File: src/rtl/shift_reg_univ.sv
// Universal shift register: hold, shift left/right, rotate left/right and parallel load,
// with a bit counter that pulses frame_done one cycle after every WIDTH-th shift.
module shift_reg_univ #(
  parameter int                 WIDTH     = 8,
  parameter logic [WIDTH-1:0]   RESET_VAL = '0
) (
  input  logic                       clk,
  input  logic                       rst_n,
  input  logic                       en,
  input  logic [2:0]                 mode,
  input  logic [WIDTH-1:0]           par_in,
  input  logic                       ser_in,
  output logic [WIDTH-1:0]           par_out,
  output logic                       ser_out,
  output logic                       dir,
  output logic [$clog2(WIDTH)-1:0]   bit_cnt,
  output logic                       frame_done
);

  localparam int CNT_W = $clog2(WIDTH);
  localparam logic [CNT_W-1:0] CNT_LAST = CNT_W'(WIDTH - 1);

  localparam logic [2:0] MODE_HOLD = 3'b000;
  localparam logic [2:0] MODE_SHL  = 3'b001;
  localparam logic [2:0] MODE_SHR  = 3'b010;
  localparam logic [2:0] MODE_ROTL = 3'b011;
  localparam logic [2:0] MODE_ROTR = 3'b100;
  localparam logic [2:0] MODE_LOAD = 3'b101;

  logic [WIDTH-1:0] q;
  logic [WIDTH-1:0] q_next;
  logic             dir_next;
  logic             is_shift;
  logic             is_load;

  always_comb begin
    q_next   = q;
    dir_next = dir;
    is_shift = 1'b0;
    is_load  = 1'b0;
    unique case (mode)
      MODE_SHL: begin
        q_next   = {q[WIDTH-2:0], ser_in};
        dir_next = 1'b0;
        is_shift = 1'b1;
      end
      MODE_SHR: begin
        q_next   = {ser_in, q[WIDTH-1:1]};
        dir_next = 1'b1;
        is_shift = 1'b1;
      end
      MODE_ROTL: begin
        q_next   = {q[WIDTH-2:0], q[WIDTH-1]};
        dir_next = 1'b0;
        is_shift = 1'b1;
      end
      MODE_ROTR: begin
        q_next   = {q[0], q[WIDTH-1:1]};
        dir_next = 1'b1;
        is_shift = 1'b1;
      end
      MODE_LOAD: begin
        q_next  = par_in;
        is_load = 1'b1;
      end
      MODE_HOLD: ;
      default: ;
    endcase
  end

  always_ff @(posedge clk or negedge rst_n) begin
    if (!rst_n) begin
      q          <= RESET_VAL;
      dir        <= 1'b0;
      bit_cnt    <= '0;
      frame_done <= 1'b0;
    end else if (en) begin
      q   <= q_next;
      dir <= dir_next;
      // Any shift kind advances the frame; a load restarts it.
      if (is_load) begin
        bit_cnt    <= '0;
        frame_done <= 1'b0;
      end else if (is_shift) begin
        if (bit_cnt == CNT_LAST) begin
          bit_cnt    <= '0;
          frame_done <= 1'b1;
        end else begin
          bit_cnt    <= bit_cnt + 1'b1;
          frame_done <= 1'b0;
        end
      end else begin
        frame_done <= 1'b0;
      end
    end else begin
      frame_done <= 1'b0;
    end
  end

  assign par_out = q;
  // The bit the next shift in the current direction will push out.
  assign ser_out = dir ? q[0] : q[WIDTH-1];

endmodule

File: config.mk
export PLATFORM = sky130hd
export DESIGN_NAME = shift_reg_univ
export DESIGN_NICKNAME = d
export VERILOG_FILES = /design/src/rtl/shift_reg_univ.sv
export SDC_FILE = /design/constraint.sdc
export NUM_CORES = 1
export LEC_CHECK = 0
export ABC_AREA = 1
export CAP_MARGIN = 20
export CORE_UTILIZATION = 44
export CTS_CLUSTER_SIZE = 14
export DETAILED_ROUTE_END_ITERATION = 8
export GPL_ROUTABILITY_DRIVEN = 1
export PLACE_DENSITY = 0.8
export SLEW_MARGIN = 20
export SYNTH_ARGS = -nofsm -noshare
export SYNTH_HDL_FRONTEND = slang
export SYNTH_SLANG_ARGS = --single-unit
File: constraint.sdc
create_clock -name clk -period 1.49 [get_ports clk]
set_input_delay 0.3725 -clock clk [delete_from_list [all_inputs] [get_ports clk]]
set_output_delay 0.3725 -clock clk [all_outputs]
set_load 0.01 [all_outputs]
---- Yosys cells after proc, flatten, opt, wreduce, memory -nomap -nowiden ----
Cells that the tools add are included.
word-level totals
  memory bits (read-only) ................. 0
  bits in latches ......................... 0
  output and inout port bits .............. 14
  RAM bits ................................ 0
  memories kept ........................... 0
  logic and storage cells ................. 32
  bits in registers ....................... 13
  input port bits ......................... 15
operators by class
  magnitude comparators ................... 0
  multipliers ............................. 0
  divide/modulo/power cells ............... 0
  reductions and logical operators ........ 9
  mux-type cells .......................... 12
  bitwise operators ....................... 0
  eq/ne operators ......................... 6
  shifts and indexed selects .............. 0
  add/subtract/negate cells ............... 1
operator list
  kind                 number
  $pmux 8 s5           1
  $eq 3x3->1 const B   3
  $mux 3               3
  $mux 1               7
  $eq 3x2->1 const B   2
  $reduce_and 2->1     3
  $reduce_bool 5->1    1
  $reduce_bool 2->1    2
  $reduce_or 2->1      2
  $reduce_or 4->1      1
  $add 3x1->3 const B  1
  $eq 3x1->1 const B   1
  $pmux 1 s2           1

---- Longest topological paths before layout ----
  word-level depth ........................ 6
  mapped depth ............................ 8
  gate-level depth less buffers ........... 8

---- Worst setup path before layout ----
No wires, ideal clock.
  kind .................................... register to register
  start ................................... register bit_cnt[0]
  end ..................................... register bit_cnt[0]
  path buffers ............................ 0
  data required time ...................... 1.425 ns
  stages on the path, launching flop included .. 8
  period minus slack after synthesis ...... 1.161 ns
  arrival ................................. 1.096 ns
  slack ................................... 0.329 ns
  setup time .............................. 0.065 ns
  path through ............................ dfrtp_1 > ha_1 > ha_1 > nor2_1 > o21ai_0 > inv_1 > nand2_1 > nand2_1
between the ends
  word-level cells in the longest chain between the ends .. 4
  elaborated cells on any way between the ends .. 5
  classes of those cells .................. add/sub: 1; eq/ne: 1; mux: 3
RTL lines
  what                                       RTL line  source
  start: declaration                         16        output logic [$clog2(WIDTH)-1:0] bit_cnt,
  start signal: assignment                   89        bit_cnt <= bit_cnt + 1'b1;
  $add 3x1->3 or $eq 3x3->1 (tied branches)  89, 85
  $mux 3 *                                   85        if (bit_cnt == CNT_LAST) begin
  $mux 3 *                                   84        end else if (is_shift) begin
  $mux 3 *                                   81        if (is_load) begin
Mark *: on every way between the ends. The rest lies on a longest branch, timed or not. The select of a mux whose other input is x is not followed.
A chain may end at the register's enable or synchronous reset.

---- Worst setup path after layout ----
  start ................................... register dir
  end ..................................... output port ser_out
between the ends
  word-level cells in the longest chain between the ends .. 1
RTL lines
  what                      RTL line  source
  start: declaration        15        output logic dir,
  start signal: assignment  79        dir <= dir_next;
  $mux 1                    102       assign ser_out = dir ? q[0] : q[WIDTH-1];
  end: declaration          14        output logic ser_out,
Every way passes these cells.

==> results.py <==
metrics = {
    "critical_path": {
        "criticalPathCategory": "reg -> out",
        "crit_arrival_ns": 1.11,
        "path_delay_family": "flip-flops",
        "crit_path_max_incr_delay_ns": 0.41,
        "cp.required_ns": 1.12,
        "cells_along_the_critical_path": "mux2_4 > buf_6",
        "crit_path_max_fanout": 2,
        "critical-path-slowest-cell": "sky130_fd_sc_hd__dfrtp_1",
        "critical_path_buf_inv_count": 1,
        "endpoint_kind": "primary output",
        "timing.critical_path.from_type": "register",
    },
    "global_route": {
        "track_usage_pct": 24.6,
        "antenna_found_initial": 0,
        "grt_start_max_net_pins": 14,
        "global_route_wire_length_before_repair_mm": 3.71,
        "first_global_vias": 875,
        "grt_overflow": 0,
    },
    "detailed_routing": {
        "routed_wirelength_mm": 2.38,
        "drt_pass1_iterations": 4,
        "detail_route.wl_per_cell_um": 12.8,
        "via_per_instance_ratio": 5.21,
        "dr.first_iter.drc_count": 34,
        "vias": 969,
        "drcViolationCount": 0,
        "drt.antenna.violating_nets": 0,
    },
    "synth": {
        "fraction_of_the_yosys_area_taken_by_sequential_cells_pct": 37.1,
        "synthesis.instances": 115,
        "synth_nets": 132,
        "ys_seq_elements": 13,
        "syn-mean-instance-area_um2": 7.63,
        "synth.distinct_cells": 21,
        "yosysWarnings": 0,
        "synth_area_um2": 877,
    },
    "power": {
        "combinational_share_of_power_pct": 48.9,
        "vdd_ir_drop_max_mv": 0.795,
        "powerDensity_nw_per_um2": 1150,
        "overall_power_consumption_w": 0.00152,
        "net-switching-power_w": 0.000576,
        "pwr-share-seq_pct": 36.3,
        "total_leakage_power_nw": 0.740,
        "switching_fraction_pct": 37.9,
        "clock_power_share_pct": 14.8,
        "cellInternalPower_w": 0.000944,
    },
    "timing": {
        "min_period_over_period_pct": 99.7,
        "final.hold.worst_slack_ns": 0.403,
        "slew_worst_pin_ns": 0.255,
        "rsz0062_at_grt": "yes",
        "final-max-slew-violation-count": 0,
        "achievable-frequency_ghz": 0.673,
        "finalWorstPathRequiredPeriod_ns": 1.49,
        "tns_ns": 0,
        "layout_setup_ws_ns": 0.00496,
        "setup_violations": 0,
        "finalHoldViolCount": 0,
        "maxSlewHeadroom_pct": 83.0,
        "finClkSkew_ns": 0.00406,
    },
    "clocking": {
        "cts_buffers": 3,
        "clkSinkCount": 13,
        "worst_skew_pair.late_latency_ns": 0.28,
        "cts_max_level": 1,
        "cts.root.buffer_cell": "sky130_fd_sc_hd__clkbuf_4",
        "cts_buffer_depth": 2,
        "cts.reportedPaths.clkPinSlew_ns": 0.08,
        "cts.hold.buffers_added": 0,
        "tritoncts_clock_tree": "yes",
    },
    "run": {
        "cap_violations": 0,
    },
    "placed_design": {
        "port_buffers": 28,
        "post-place-ws_ns": -0.357,
        "placement.cell_area_um2": 1260,
        "routabilityCongestion": 0.872,
        "detailedPlacementHpwl_mm": 1.72,
    },
    "die": {
        "floorplan.io_pins": 29,
        "die_height_um": 46.6,
        "fp.coreArea_um2": 1800,
        "initial_utilization_pct": 48.7,
        "rows": 15,
        "die_x_um": 46.6,
        "die_area_um2": 2180,
    },
    "finish": {
        "drive_gt1_share_pct": 22.4,
        "flow.area_growth_from_synthesis_pct": 50.1,
        "finish.net_count": 179,
        "final_cell_mix": "41 x sky130_fd_sc_hd__nand2_1, 28 x sky130_fd_sc_hd__nand3_1, 17 x sky130_fd_sc_hd__buf_4, 13 x sky130_fd_sc_hd__dfrtp_1",
        "design_area_um2": 1320,
        "layout_commonest_cell": "sky130_fd_sc_hd__nand2_1",
        "insertedDiodeCount": 0,
    },
    "status": {
        "outcome": "completed",
    },
    "min_path": {
        "hold_class": "in -> async",
    },
}
-- power groups by stage --
stage	clock, W	combinational [W]	sequential (W)
3_3_place_gp	0	0.000725	0.000571
3_5_place_dp	0	0.000743	0.000575
5_1_grt	0.000246	0.000821	0.000564
4_1_cts	0.000229	0.000737	0.000550
2_1_floorplan	0	0.000287	0.000620
6_report	0.000224	0.000744	0.000552
-- what timing repair did --
item / CTS / global route
setup buffers: 3 / 0
cloned: 0 / 0
hold endpoints to repair: 0 / 0
endpoints found under the setup margin: 24 / 13
gates resized for setup: 21 / 6
-- routing by layer --
metal | up-vias | GRT usage, % | part of all wire [%]
li1 | 472 | - | -
met1 | 442 | 32.0 | 43
met2 | 49 | 38.9 | 48
met3 | 6 | 5.10 | 6.9
met4 | 0 | 11.4 | 1.5
met5 | - | 0 | 0
-- logic make-up after synthesis --
group | Yosys count | share of synthesized area (%)
and+or+nand+nor | 86 | 49.9
buffers and inverters | 10 | 6.70
muxes | 1 | 1.28
DFF | 13 | 37.1
AOI/OAI and AO/OA | 3 | 2.14
adders and majority gates | 2 | 2.85
-- stage by stage --
| stage | instances | util, % |
|---|---|---|
| 2_1_floorplan | 115 | - |
| 3_3_place_gp | 179 | 70.0 |
| 3_5_place_dp | 179 | 70.0 |
| 4_1_cts | 186 | 72.4 |
| 5_1_grt | 186 | 73.1 |
| 6_report | 186 | 73.1 |
-- worst paths after layout --
kind | from | endpoint | slack [ns] | depth (start not counted)
worst max-delay path | dir$_DFFE_PN0P_ | ser_out | 0.005 | 2
worst min-delay path | rst_n | par_out[6]$_DFFE_PN0P_ | 0.40 | 2
worst max register to register | bit_cnt[0]$_DFFE_PN0P_ | bit_cnt[0]$_DFFE_PN0P_ | 0.26 | 7
worst min register to register | bit_cnt[2]$_DFFE_PN0P_ | bit_cnt[2]$_DFFE_PN0P_ | 0.56 | 2
max in group asynchronous | rst_n | dir$_DFFE_PN0P_ | 0.92 | 2
min in group clk | bit_cnt[2]$_DFFE_PN0P_ | bit_cnt[2]$_DFFE_PN0P_ | 0.56 | 2
-- cell usage after synthesis, drive strengths merged --
cell type | number | share of area [%]
nand4 | 3 | 2.9
nor2 | 4 | 3.6
inv | 7 | 3.0
dfrtp | 13 | 37
clkbuf | 1 | 1.6
and3 | 1 | 0.71
nand2 | 47 | 24
mux2 | 1 | 1.3
buf | 2 | 2.1
ha | 2 | 2.9
or2 | 1 | 0.71
nand3 | 30 | 18
o21ai | 3 | 2.1
-- state kept, by name (all words and copies together), names as in the netlist --
name and flops:
bit_cnt 3, dir 1, frame_done 1, par_out 8
-- layout make-up --
class | count | area (µm²)
Tap cell | 25 | 31.3
Multi-Input combinational cell | 92 | 507
Fill cell | 153 | 485
Sequential cell | 13 | 325
Clock buffer | 4 | 26.3
Timing Repair Buffer | 45 | 400
Inverter | 7 | 26.3
Power figures use the tool's default switching activity.
